--- config.mk ---
export PLATFORM = sky130hd
export DESIGN_NAME = cnt60_dn
export DESIGN_NICKNAME = d
export VERILOG_FILES = /design/src/rtl/cnt60_dn.sv
export SDC_FILE = /design/constraint.sdc
export NUM_CORES = 1
export LEC_CHECK = 0
export BUFFER_PORTS_ARGS = -buffer_cell sky130_fd_sc_hd__buf_2
export CAP_MARGIN = 5
export CELL_PAD_IN_SITES_DETAIL_PLACEMENT = 1
export CELL_PAD_IN_SITES_GLOBAL_PLACEMENT = 1
export CORE_ASPECT_RATIO = 0.5
export CORE_MARGIN = 1.5
export CORE_UTILIZATION = 32
export CTS_CLUSTER_DIAMETER = 100
export CTS_CLUSTER_SIZE = 14
export DETAILED_ROUTE_END_ITERATION = 16
export GPL_TIMING_DRIVEN = 0
export PLACE_DENSITY_LB_ADDON = 0.1
export SYNTH_ARGS = -nofsm -noshare
export SYNTH_HDL_FRONTEND = slang
export SYNTH_SLANG_ARGS = --single-unit
--- constraint.sdc ---
create_clock -name clk -period 1.8 [get_ports clk]
set_input_delay 0 -clock clk [delete_from_list [all_inputs] [get_ports clk]]
set_output_delay 0 -clock clk [all_outputs]
set_load 0.01 [all_outputs]
--- src/rtl/cnt60_dn.sv ---
// cnt60_dn: MM:SS BCD countdown timer (max 59:59) with IDLE/RUN/PAUSE/DONE control.
// Optional held alarm output enabled by defining CNT60_DN_ALARM_EN; without it
// alarm is tied low and no alarm tick counter exists.
module cnt60_dn #(
    parameter int unsigned ALARM_TICKS = 8
) (
    input  logic       clk,
    input  logic       clr,
    input  logic       ce,
    input  logic       load,
    input  logic [3:0] ld_lsbsec,
    input  logic [3:0] ld_msbsec,
    input  logic [3:0] ld_lsbmin,
    input  logic [3:0] ld_msbmin,
    input  logic       strtstop,
    output logic [3:0] lsbsec,
    output logic [3:0] msbsec,
    output logic [3:0] lsbmin,
    output logic [3:0] msbmin,
    output logic       running,
    output logic       zero,
    output logic       done,
    output logic       alarm
);

    localparam logic [1:0] S_IDLE  = 2'd0;
    localparam logic [1:0] S_RUN   = 2'd1;
    localparam logic [1:0] S_PAUSE = 2'd2;
    localparam logic [1:0] S_DONE  = 2'd3;

    // A zero-length alarm window is meaningless; reject it at elaboration.
    if (ALARM_TICKS == 0) begin : g_bad_alarm_ticks
        $error("cnt60_dn: ALARM_TICKS must be at least 1");
    end

    logic [1:0] r_state;
    logic [3:0] r_lsbsec, r_msbsec, r_lsbmin, r_msbmin;
    logic       r_done_pend;
    logic       r_done;

    logic [1:0] w_state_nxt;
    logic [3:0] w_lsbsec_nxt, w_msbsec_nxt, w_lsbmin_nxt, w_msbmin_nxt;
    logic [3:0] w_dec_lsbsec, w_dec_msbsec, w_dec_lsbmin, w_dec_msbmin;
    logic       w_dec_zero;
    logic       w_enter_done;
    logic       w_load_ok;

    assign w_load_ok = load && (r_state != S_RUN);

    // One-second decrement with BCD borrow chain; 00:00 never reaches here.
    always_comb begin
        w_dec_lsbsec = r_lsbsec;
        w_dec_msbsec = r_msbsec;
        w_dec_lsbmin = r_lsbmin;
        w_dec_msbmin = r_msbmin;
        if (r_lsbsec != 4'd0) begin
            w_dec_lsbsec = r_lsbsec - 4'd1;
        end else begin
            w_dec_lsbsec = 4'd9;
            if (r_msbsec != 4'd0) begin
                w_dec_msbsec = r_msbsec - 4'd1;
            end else begin
                w_dec_msbsec = 4'd5;
                if (r_lsbmin != 4'd0) begin
                    w_dec_lsbmin = r_lsbmin - 4'd1;
                end else begin
                    w_dec_lsbmin = 4'd9;
                    w_dec_msbmin = r_msbmin - 4'd1;
                end
            end
        end
        w_dec_zero = (w_dec_lsbsec == 4'd0) && (w_dec_msbsec == 4'd0) &&
                     (w_dec_lsbmin == 4'd0) && (w_dec_msbmin == 4'd0);
    end

    // Next-state and next-digit decode: load beats strtstop, ce only counts in RUN.
    always_comb begin
        // NOTE: every output of this block gets a default first, so no path
        // leaves a value unassigned and no latch is inferred.
        w_state_nxt  = r_state;
        w_lsbsec_nxt = r_lsbsec;
        w_msbsec_nxt = r_msbsec;
        w_lsbmin_nxt = r_lsbmin;
        w_msbmin_nxt = r_msbmin;
        w_enter_done = 1'b0;
        if (w_load_ok) begin
            w_lsbsec_nxt = (ld_lsbsec > 4'd9) ? 4'd9 : ld_lsbsec;
            w_msbsec_nxt = (ld_msbsec > 4'd5) ? 4'd5 : ld_msbsec;
            w_lsbmin_nxt = (ld_lsbmin > 4'd9) ? 4'd9 : ld_lsbmin;
            w_msbmin_nxt = (ld_msbmin > 4'd5) ? 4'd5 : ld_msbmin;
            w_state_nxt  = S_IDLE;
        end else begin
            case (r_state)
                S_IDLE: begin
                    if (strtstop && !zero) w_state_nxt = S_RUN;
                end
                S_RUN: begin
                    if (strtstop) w_state_nxt = S_PAUSE;
                    if (ce && !zero) begin
                        w_lsbsec_nxt = w_dec_lsbsec;
                        w_msbsec_nxt = w_dec_msbsec;
                        w_lsbmin_nxt = w_dec_lsbmin;
                        w_msbmin_nxt = w_dec_msbmin;
                        // Reaching 00:00 ends the run even if strtstop arrived too.
                        if (w_dec_zero) begin
                            w_state_nxt  = S_DONE;
                            w_enter_done = 1'b1;
                        end
                    end
                end
                S_PAUSE: begin
                    if (strtstop) w_state_nxt = S_RUN;
                end
                default: begin
                    if (strtstop) w_state_nxt = S_IDLE;
                end
            endcase
        end
    end

    // State, digit and done-pulse registers with synchronous clear.
    always_ff @(posedge clk) begin
        // NOTE: sequential state uses non-blocking assignments so every
        // register samples pre-edge values regardless of statement order.
        if (clr) begin
            r_state     <= S_IDLE;
            r_lsbsec    <= 4'd0;
            r_msbsec    <= 4'd0;
            r_lsbmin    <= 4'd0;
            r_msbmin    <= 4'd0;
            r_done_pend <= 1'b0;
            r_done      <= 1'b0;
        end else begin
            r_state     <= w_state_nxt;
            r_lsbsec    <= w_lsbsec_nxt;
            r_msbsec    <= w_msbsec_nxt;
            r_lsbmin    <= w_lsbmin_nxt;
            r_msbmin    <= w_msbmin_nxt;
            r_done_pend <= w_enter_done;
            r_done      <= r_done_pend;
        end
    end

`ifdef CNT60_DN_ALARM_EN
    localparam int unsigned ALARM_CW = (ALARM_TICKS > 1) ? $clog2(ALARM_TICKS) : 1;

    logic                r_alarm;
    logic [ALARM_CW-1:0] r_alarm_cnt;

    // Alarm rises on entry to DONE, falls after ALARM_TICKS ce ticks or on leaving DONE.
    always_ff @(posedge clk) begin
        if (clr) begin
            r_alarm     <= 1'b0;
            r_alarm_cnt <= '0;
        end else if (w_enter_done) begin
            r_alarm     <= 1'b1;
            r_alarm_cnt <= '0;
        end else if (r_alarm) begin
            if (w_state_nxt != S_DONE) begin
                r_alarm <= 1'b0;
            end else if (ce) begin
                if (r_alarm_cnt == ALARM_CW'(ALARM_TICKS - 1)) begin
                    r_alarm <= 1'b0;
                end else begin
                    r_alarm_cnt <= r_alarm_cnt + 1'b1;
                end
            end
        end
    end

    assign alarm = r_alarm;
`else
    assign alarm = 1'b0;
`endif

    assign lsbsec  = r_lsbsec;
    assign msbsec  = r_msbsec;
    assign lsbmin  = r_lsbmin;
    assign msbmin  = r_msbmin;
    assign done    = r_done;
    assign running = (r_state == S_RUN);
    assign zero    = (r_lsbsec == 4'd0) && (r_msbsec == 4'd0) &&
                     (r_lsbmin == 4'd0) && (r_msbmin == 4'd0);

endmodule

Word-level counts from Yosys, hierarchy flattened
Index checks and enable logic that the tools add are counted.
{"block": "totals", "ff_bits": 20, "output_inout_bits": 20, "inputBits": 21, "elab_cells": 84}
{"block": "classes", "reduce_logical": 29, "mux": 33, "n_bitwise": 2, "n_eq_ne": 5, "add_sub_neg": 4, "order_cmp": 4}
{"operator": "4-bit 2-to-1 mux", "n": 25}
{"operator": "4-bit zero test", "n": 8}
{"operator": "4-bit by 1-bit subtractor with 4-bit output (second input constant)", "n": 4}
{"operator": "2-bit 2-to-1 mux", "n": 6}
{"operator": "4-bit nonzero test", "n": 3}
{"operator": "1-bit logical AND", "n": 9}
{"operator": "4-bit by 3-bit > comparator with 1-bit output (second input constant)", "n": 2}
{"operator": "4-bit > comparator (second input constant)", "n": 2}
{"operator": "2-bit one-hot mux with 3 select lines", "n": 1}
{"operator": "2-bit inequality test (second input constant)", "n": 2}
{"operator": "2-bit nonzero test", "n": 2}
{"operator": "4-bit OR reduction", "n": 1}
{"operator": "3-bit AND reduction", "n": 1}
{"operator": "3-bit nonzero test", "n": 1}
{"operator": "2-bit by 1-bit equality test with 1-bit output (second input constant)", "n": 1}
{"operator": "2-bit equality test (second input constant)", "n": 1}
{"operator": "2-bit zero test", "n": 1}
{"operator": "2-bit by 1-bit inequality test with 1-bit output (second input constant)", "n": 1}
{"operator": "1-bit inverter", "n": 2}
{"operator": "2-bit AND reduction", "n": 1}
{"operator": "2-bit OR reduction", "n": 1}
{"operator": "1-bit zero test", "n": 1}
{"operator": "1-bit 2-to-1 mux", "n": 1}

Logic depth before layout (Yosys ltp)
Gate-level depths: netlist of the first run.
{"block": "depth", "word_depth": 10, "mapped_depth": 7, "depth_no_buf": 7}

Worst setup path after synthesis of the first run
Ideal clock, no wire load.
{"block": "synth_timing", "path_kind": "reg-to-reg", "start": "register r_msbsec[2], in the netlist msbsec[2]", "end": "register r_msbmin[1], in the netlist msbmin[1]", "t_required_ns": 1.705, "setup_ns": 0.095, "period_less_slack_ns": 2.037, "t_arrival_ns": 1.941, "n_path_buf": 0, "slack_ns": -0.237, "stages_incl_launch_ff": 6, "path_cell_list": "dfxtp_1 -> or4_1 -> nor4b_4 -> mux2i_1 -> o21ai_0 -> a221oi_1"}
{"block": "synth_via", "elab_chain_cells": 8, "elab_cells_between_ends": 14, "cone_classes": "mux: 5; reduce/logical: 9"}
{"item": "start, declared", "line": "37", "text": "logic [3:0] r_lsbsec, r_msbsec, r_lsbmin, r_msbmin;"}
{"item": "start signal, assigned", "line": "136", "text": "r_msbsec <= w_msbsec_nxt;"}
{"item": "4-bit zero test", "line": "182", "text": "assign zero = (r_lsbsec == 4'd0) && (r_msbsec == 4'd0) &&"}
{"item": "1-bit logical AND (2 in a row)", "line": "182"}
{"item": "1-bit logical AND", "line": "183", "text": "(r_lsbmin == 4'd0) && (r_msbmin == 4'd0);"}
{"item": "1-bit zero test", "line": "99", "text": "if (ce && !zero) begin"}
{"item": "1-bit logical AND", "line": "99"}
{"item": "2-bit nonzero test (no line)"}
{"item": "2-bit AND reduction (no line)"}
{"item": "end signal, assigned", "line": "138", "text": "r_msbmin <= w_msbmin_nxt;"}
{"item": "end, declared", "line": "37"}
Several ways; a longest one is shown, not always the timed one. The select of a mux whose other input is x is not followed.
A chain may end at the register's enable or synchronous reset.

Worst setup path after layout of the first run
{"block": "layout_timing", "start": "register r_lsbsec[0], in the netlist lsbsec[0]", "end": "register r_msbmin[3], in the netlist msbmin[3]"}
{"block": "layout_via", "elab_chain_cells": 8, "elab_cells_between_ends": 13, "cone_classes": "mux: 4; reduce/logical: 9"}
{"item": "start, declared", "line": "37"}
{"item": "start signal, assigned", "line": "135", "text": "r_lsbsec <= w_lsbsec_nxt;"}
{"item": "4-bit zero test", "line": "182"}
{"item": "1-bit logical AND (2 in a row)", "line": "182"}
{"item": "1-bit logical AND", "line": "183"}
{"item": "1-bit zero test", "line": "99"}
{"item": "1-bit logical AND", "line": "99"}
{"item": "2-bit nonzero test (no line)"}
{"item": "2-bit AND reduction (no line)"}
Several ways; a longest one is shown, not always the timed one. The select of a mux whose other input is x is not followed.

==> results of run 1 <==
==> synthesized netlist by cell type (2+ instances only) <==
cell,instances
a211oi_1,5
a21oi_1,7
a311oi_1,2
a31oi_1,4
and3_1,2
clkbuf_1,7
dfxtp_1,20
ha_1,2
inv_1,3
mux2i_1,3
nand2_1,9
nand2b_1,2
nand3_1,7
nand4_1,5
nand4b_1,3
nor2_1,16
nor2b_1,4
nor3_1,11
nor3b_1,3
nor4_1,2
nor4b_1,4
o21a_1,3
o21ai_0,11
o311ai_0,2
or4_1,2
xor2_1,3
==> timing repair <==
| item | in CTS | in global routing |
|---|---|---|
| buffers inserted | 14 | 2 |
| setup endpoints to repair | 20 | 20 |
| hold buffers | 2 | 0 |
| gates resized for setup | 29 | 17 |
| hold endpoints to repair | 2 | 0 |
| pin swaps | 10 | 11 |
| gates cloned | 0 | 0 |
==> power groups by stage <==
stage          Combinational [W]  Clock [W]  Sequential, W
2_1_floorplan           0.000215          0       0.000525
3_3_place_gp            0.000338          0       0.000522
3_5_place_dp            0.000341          0       0.000524
4_1_cts                 0.000444   0.000421       0.000512
5_1_grt                 0.000523   0.000444       0.000521
6_report                0.000479   0.000411       0.000515
==> worst paths after layout <==
kind,endpoint,slack (ps),cells past startpoint
min,msbmin[1]$_SDFFE_PP0P_,10,3
max,msbmin[3]$_SDFFE_PP0P_,-300,6
max reg2reg,msbmin[3]$_SDFFE_PP0P_,-300,6
min reg2reg,done$_SDFF_PP0_,460,1
==> worst max-delay path, cell delays in order, from the launching register on <==
cell and delay [ps]:
dfxtp_4 350, or4_4 580, buf_12 160, buf_6 110, nor3_4 140, or3b_4 430
a311oi_1 250
==> cell type report <==
type	count	share of cell area, %
inverters	3	0.582
plain buffers	8	2.07
multi-input cells	128	50.6
flip-flops and latches	20	21.3
well taps	54	3.49
clock buffers	4	3.43
repair buffers	57	18.6
==> routing by layer <==
metal | up-vias | part of all wire (%) | routed length (um)
met2 | 25 | 44 | 2040
met1 | 733 | 52 | 2420
met3 | 2 | 3.7 | 172
met4 | 0 | 0.22 | 10
met5 | - | 0 | 0
li1 | 733 | - | -
==> cell families (layout without fill, tap and decap cells) <==
logic type / count (synthesis) / count (layout) / synth area share (%)
AOI/OAI and AO/OA: 41 / 41 / 22.7
buffers and inverters: 12 / 72 / 3.86
other: 1 / 1 / 0.289
adders and majority gates: 2 / 2 / 1.93
and+or+nand+nor: 77 / 77 / 35.3
muxes: 3 / 3 / 2.32
DFF: 20 / 20 / 30.9
xor gates and xnor gates: 4 / 4 / 2.70
==> per-stage QoR <==
stage	cell area (sq um)	utilization [%]	power [W]	hold slack, ps	instances
finish	1930	49.8	0.00141	10.8	274
global route	1930	49.8	0.00149	18.1	274
CTS	1850	47.6	0.00138	13.0	272
detailed placement	1580	40.7	0.000865	217	253
global placement	1580	40.7	0.000860	218	253
floorplan	1320	-	0.000740	108	160
==> flip-flops by register name, summed over array words and instances, names as in the netlist <==
| register | cells |
|---|---|
| r_state | 2 |
| msbsec | 4 |
| done | 1 |
| r_done_pend | 1 |
| lsbmin | 4 |
| lsbsec | 4 |
| msbmin | 4 |
==> results summary, run 1 <==
The flow ran to the end, but the final reports show violations. The checks that failed: setup timing. The routed length per placed instance came out at 16.9 um. Row generation in the floorplan step produced 16 rows. The iteration-0 DRC count of the detailed router came out at 31.

The die span in x came out at 93.0 um. The post-place setup slack came out at -466 ps. The number of instances in the synthesized netlist is 160. For this design the static power due to leakage is 0.768 nW. The initial antenna violation count came out at 0. The floorplan step set the die height to 48.0 um. The cell area that synthesis handed to floorplanning was 1300 sq um. The final setup slack of the worst path came out at -299 ps. The arrival time of data at the critical path endpoint came out at 2280 ps. After synthesis, the largest area contributor takes up 30.9% of total cell area. The global-route met2 utilization came out at 32.8%. The count of flip-flops with a built-in enable after synthesis is 0. The full die area came out at 4460 sq um. For this run, the leading register cell type out of synthesis is dfxtp_1. CTS saw 20 sinks. The relative contribution of the clock network to total power is 29.3%. In this run the worst hold path is classified as primary input to register. The largest net degree at the start of global routing is 13.

The number of buffers created by CTS is 3. The share of flip-flops with an asynchronous set or reset is 0%. The total negative slack for setup checks is -2780 ps. Global routing consumed, over all layers together, 21.3% of the routing resources. STA classifies the critical path startpoint as a register. The area used by sequential logic in the layout came out at 412 sq um. Of the total power, the share spent switching nets is 33.0%. The first-pass iteration count of the detailed router is 4. TritonCTS built the clock tree.

The max-slew headroom at the worst pin is 61.7%. The total of buffers placed on input and output ports came out at 39. Setup violations remaining at the end of the flow were counted as 15. Cells with a size suffix above 1 make up 42.7% of the layout.

The library cells used most frequently in the layout, excluding fill and tap cells, are buf_2 (40), dfxtp_1 (15), nor2_1 (14). The synthesis warning total is 0. The distinct cell type count after synthesis is 44. The global-route wire length before repair came out at 7000 um. The final antenna-violating net count is 0. Combinational logic is responsible for 34.1% of the overall power. The number of global-route vias before repair came out at 1302.

Routability-driven placement finished with a final weighted congestion of 0.832. The internal power summed over all cells came out at 0.000942 W. The number of max-capacitance violations reported is 0.

In this run the worst setup path begins at lsbsec[0]$_SDFFE_PP0P_. For the finished layout, the period the worst path requires is 2100 ps. Setup repair after global routing could not meet its margin everywhere. The largest total area in the synthesized netlist belongs to dfxtp_1.

The commonest non-fill, non-tap cell in the layout is buf_2. The part of the power in registers came out at 36.6%. After global routing the overflow that remains totals 0. The final layout contains routed wiring with a total length of 4640 um. For the worst setup path, the data required time is 1980 ps. The worst clock skew on the final layout came out at 9.55 ps. The sequential share of the synthesized area is 30.9%. The ratio of routed vias to standard cells came out at 5.45. The area growth from synthesis to final layout is 49.2%. The net load switching power came out at 0.000464 W. The number of fillers in the final layout came out at 480. The synthesized area divided by synthesized cell count came out at 8.10 sq um.

The period utilization came out at 117%. The upper clock frequency limit is 476 MHz. After synthesis, the cell types taking the most area are dfxtp_1 (31%), nor2_1 (4.6%), nor3_1 (4.2%), o21ai_0 (4.2%), a211oi_1 (2.9%). The total core area is 3880 sq um. The clock reaches the later pin of the worst-skew pair after 270 ps.

In this run the critical register-to-register path is launched from lsbsec[0]$_SDFFE_PP0P_. The slew at the pin with the worst max-slew slack is 575 ps. For this run, design rule violations remaining after detail routing come to 0. The I/O pin count came out at 41. The setup path with the least slack is of type register to register. 0 antenna diodes ended up in the layout. VDD sags by at most 0.241 mV. In this run the deepest clock path goes through 2 buffers. The final number of max-transition violations was 0. The wire-length estimate of the detail-placed layout is 3320 um. The global routing met3 resource utilization came out at 5.71%. In this run the worst path has a maximum fanout of 4. The busiest layer in global routing is met2. The total number of vias is 1493. The CTS clock-pin slew for the worst setup and hold paths came out at 90 ps. Power spread over the standard cell area amounts to 727 nW/um^2. The endpoint kind of the worst setup timing path is a register. The number of storage elements in the synthesis netlist is 20. The hold path startpoint is ld_msbmin[1]. The global-route met1 utilization is 30.9%. The post-synthesis net count came out at 183.

The number of hold violations in the final report came out at 0. The effective utilization at floorplan is 33.4%. The root buffer cell is clkbuf_8. The number of nets in the layout is 244.

The number of levels in the clock H-tree is 1. The area used by multi-input combinational logic is 978 sq um.
No activity file was read; power rests on OpenSTA's default activity.
==> inputs of run 2 (changes only) <==
--- a/config.mk
+++ b/config.mk
@@ -6,12 +6,12 @@
 export NUM_CORES = 1
 export LEC_CHECK = 0
 export BUFFER_PORTS_ARGS = -buffer_cell sky130_fd_sc_hd__buf_2
-export CAP_MARGIN = 5
+export CAP_MARGIN = 25
 export CELL_PAD_IN_SITES_DETAIL_PLACEMENT = 1
 export CELL_PAD_IN_SITES_GLOBAL_PLACEMENT = 1
 export CORE_ASPECT_RATIO = 0.5
 export CORE_MARGIN = 1.5
-export CORE_UTILIZATION = 32
+export CORE_UTILIZATION = 39
 export CTS_CLUSTER_DIAMETER = 100
 export CTS_CLUSTER_SIZE = 14
 export DETAILED_ROUTE_END_ITERATION = 16
==> constraint.sdc (replaced) <==
create_clock -name clk -period 2.7 [get_ports clk]
set_input_delay 0 -clock clk [delete_from_list [all_inputs] [get_ports clk]]
set_output_delay 0 -clock clk [all_outputs]
set_load 0.01 [all_outputs]
==> run 2 against run 1 <==
The run now ends clean. Count of clock-buffer cells in the layout unchanged. Combinational power decreased by 54%. Maximum frequency down 12%. Total power is 43% lower. Routed wire length down 13%. Clock power shrank 41%. Core utilization up 2.6 points. Die area decreased by 17%. Register-to-register slack better by 620 ps. Global-route usage grew 1.3 points. Setup slack improved by 620 ps. Critical path type unchanged.
==> results summary, run 2 (synthesis gave the netlist of run 1 again) <==
The tightest min-delay check is of the primary input to register type. The number of nets in the layout came to 229 (-6.1%). The final antenna-violating net count came to 0 (unchanged). The global routing usage summed across all routing layers is 22.6% (+1.3 points). The startpoint of the worst register-to-register path is msbmin[0]$_SDFFE_PP0P_. The final critical-path required period is 2380 ps (+283 ps).

The routed length per placed instance came out at 16.5 um (-2.7%). The path depth of the worst reg2reg path was 7 (+1). The arrival time of data at the critical path endpoint is 2580 ps (+300 ps).

The worst clock skew on the final layout came out at 2.44 ps (-7.11 ps). The global routing met3 resource utilization was 4.76% (-0.95 points). The CTS clock-pin slew for the worst setup and hold paths was 80 ps (about the same). The worst ir drop on vdd is 0.220 mV (-8.8%). For hold timing, the worst endpoint is lsbsec[0]$_SDFFE_PP0P_.

The full die area is 3700 sq um (-17%). The worst-case clock buffer depth came out at 2 (unchanged). The number of buffers created by CTS came to 3 (unchanged). The largest net degree at the start of global routing is 12 (-1). The logic gate share of total power is 27.4% (-6.7 points). The buffer count from post-CTS setup fixing came to 0 (-14). The slew at the pin with the worst max-slew slack is 714 ps (+139 ps).

The global-route met1 utilization is 32.9% (+2.0 points). The worst hold path begins at ld_lsbsec[0]. The final number of max-transition violations is 0 (unchanged). The total power per unit cell area is 499 nW/um^2 (-31%). The number of hold violations in the final report came out at 0 (unchanged). The I/O pin count is 41 (unchanged). The net load switching power came out at 0.000273 W (-41%). Setup repair after global routing left no endpoint under its margin. The switching fraction of total power came out at 33.9% (+0.89 points).

The max-slew headroom at the worst pin is 51.8% (-9.9 points). The number of fillers in the final layout is 408 (-15%). The effective utilization at floorplan came out at 42.0% (+8.7 points).

The total negative slack for setup checks is 0 ps (+2780 ps). The endpoint kind of the worst setup timing path is a register. The worst hold path stage count came to 3 (unchanged).

The total core area is 3080 sq um (-21%). The number of rows created at floorplan is 14 (-2). The wire length after detailed routing is 4040 um (-13%). The area growth from synthesis to final layout came out at 24.7%.

The relative contribution of the clock network to total power came to 30.3% (+1.0 points). In the layout the commonest cells are buf_2 (40), dfxtp_1 (20), nor2_1 (16). The final RePlAce weighted congestion came out at 0.805 (-3.2%). The upper clock frequency limit came out at 420 MHz (-12%).

The initial antenna violation count is 0 (unchanged). The global-route met2 utilization is 34.9% (+2.1 points). The placed instance area is 1540 sq um (-2.5%).

The worst hold-check slack was 23.3 ps (+12.5 ps). The largest driver fanout on the critical path is 6 (+2). Leaving out fill and tap cells, the most frequent cell in the layout is buf_2.

The worst setup slack for register-to-register paths came to 320 ps (+620 ps). The leakage power is 0.649 nW (-16%). The flow ran to the end, and the final reports show no timing, DRC or antenna violations. The period utilization came out at 88.2% (-28 points). The number of levels in the clock H-tree came to 1 (unchanged). The count of final setup violators came out at 0 (-15).

The die extent in y came to 43.8 um (-8.8%). The total number of vias is 1419 (-5.0%). The part of the power in registers is 42.3% (+5.7 points). The number of global-route vias before repair was 1272 (-2.3%). The clock sink count came out at 20 (unchanged). TritonCTS built the clock tree. The worst path required time is 2900 ps (+920 ps). The DRC violation count after routing is 0 (unchanged). The clock insertion delay at the later pin of the skew report came out at 270 ps (about the same). The final design instance area without fill came out at 1620 sq um (-16%).

The internal power summed over all cells is 0.000533 W (-43%). The total of buffers placed on input and output ports is 39 (unchanged). The final total power is 0.000806 W (-43%).

The fraction of layout instances using a drive strength above 1 was 24.4% (-18 points). In this run the most used layer during global routing was met2. The die span in x came to 84.5 um (-9.1%).

The sum of net half-perimeters after detailed placement is 3040 um (-8.3%). The global-route wire length before repair came to 6450 um (-7.8%). The worst setup path is launched from a register. In this run the clock root is driven by a clkbuf_8.

The number of max-capacitance violations reported is 0 (unchanged). The ratio of routed vias to standard cells is 5.79 (+6.3%). The overflow left after global routing came to 0 (unchanged). The first-pass iteration count of the detailed router came out at 4 (unchanged). The critical path in this run is classified as register to register. The iteration-0 DRC count of the detailed router is 81 (+160%). The worst register-to-register path ends at msbmin[2]$_SDFFE_PP0P_. The antenna diode count is 0 (unchanged).
run 2: cell types whose count changed in the layout (fill, tap and decap cells not counted), moves of 3 or more:
cell and change:
buf_4 -12, o21ai_0 +6, o21ai_1 -6, dfxtp_1 +5
buf_6 -3, clkbuf_1 +3, dfxtp_2 -3
run 2: critical path, cell delays in order (launching register included):
cell,delay [ps]
dfxtp_1,350
inv_1,130
ha_1,160
nor4b_1,590
nand4_1,390
a21oi_1,370
o21ai_0,140
a31oi_1,170
run 2: layout make-up:
cell class	count	area, sq um	share of cell area [%]
multi-input combinational	128	846	52.3
sequential	20	400	24.8
timing repair buffer	41	215	13.3
clock buffer	4	55.1	3.41
tap	40	50.0	3.10
buffer	9	38.8	2.40
inverter	3	11.3	0.697
run 2: power by group through the flow:
| stage | logic [W] | clock network [W] | registers (W) |
|---|---|---|---|
| CTS | 0.000219 | 0.000244 | 0.000341 |
| detailed placement | 0.000215 | 0 | 0.000348 |
| finish | 0.000221 | 0.000244 | 0.000341 |
| floorplan | 0.000136 | 0 | 0.000349 |
| global placement | 0.000211 | 0 | 0.000347 |
| global route | 0.000243 | 0.000255 | 0.000345 |
run 2: through the flow:
stage	worst slack (ps)	std cells	util (%)
after global placement	399	239	50.0
final	318	245	52.4
after CTS	343	245	52.4
after detailed placement	375	239	50.0
after floorplan	663	160	-
after global routing	39.5	245	52.4
run 2: how the worst max path moves through the flow:
stage                                start                endpoint  slack (ps)  cells after the start
finish              msbmin[0]$_SDFFE_PP0P_  msbmin[2]$_SDFFE_PP0P_         320                      7
global placement    msbmin[0]$_SDFFE_PP0P_  msbmin[2]$_SDFFE_PP0P_         400                      7
CTS                 msbmin[0]$_SDFFE_PP0P_  msbmin[2]$_SDFFE_PP0P_         340                      7
floorplan           msbsec[2]$_SDFFE_PP0P_  msbmin[1]$_SDFFE_PP0P_         660                      5
global route        msbmin[0]$_SDFFE_PP0P_  msbmin[2]$_SDFFE_PP0P_          40                      7
detailed placement  msbmin[0]$_SDFFE_PP0P_  msbmin[2]$_SDFFE_PP0P_         380                      7
run 2: per-layer routing:
layer  share of wire (%)  routed length [um]  vias up
met4                0.20                   8        0
met1                  51                2070      664
li1                    -                   -      706
met2                  42                1680       47
met3                 6.8                 274        2
met5                   0                   0        -
run 2: repair_timing:
item	CTS	global route
hold buffers	2	0
gates resized for setup	0	0
hold endpoints to repair	2	0
setup endpoints to repair	0	0
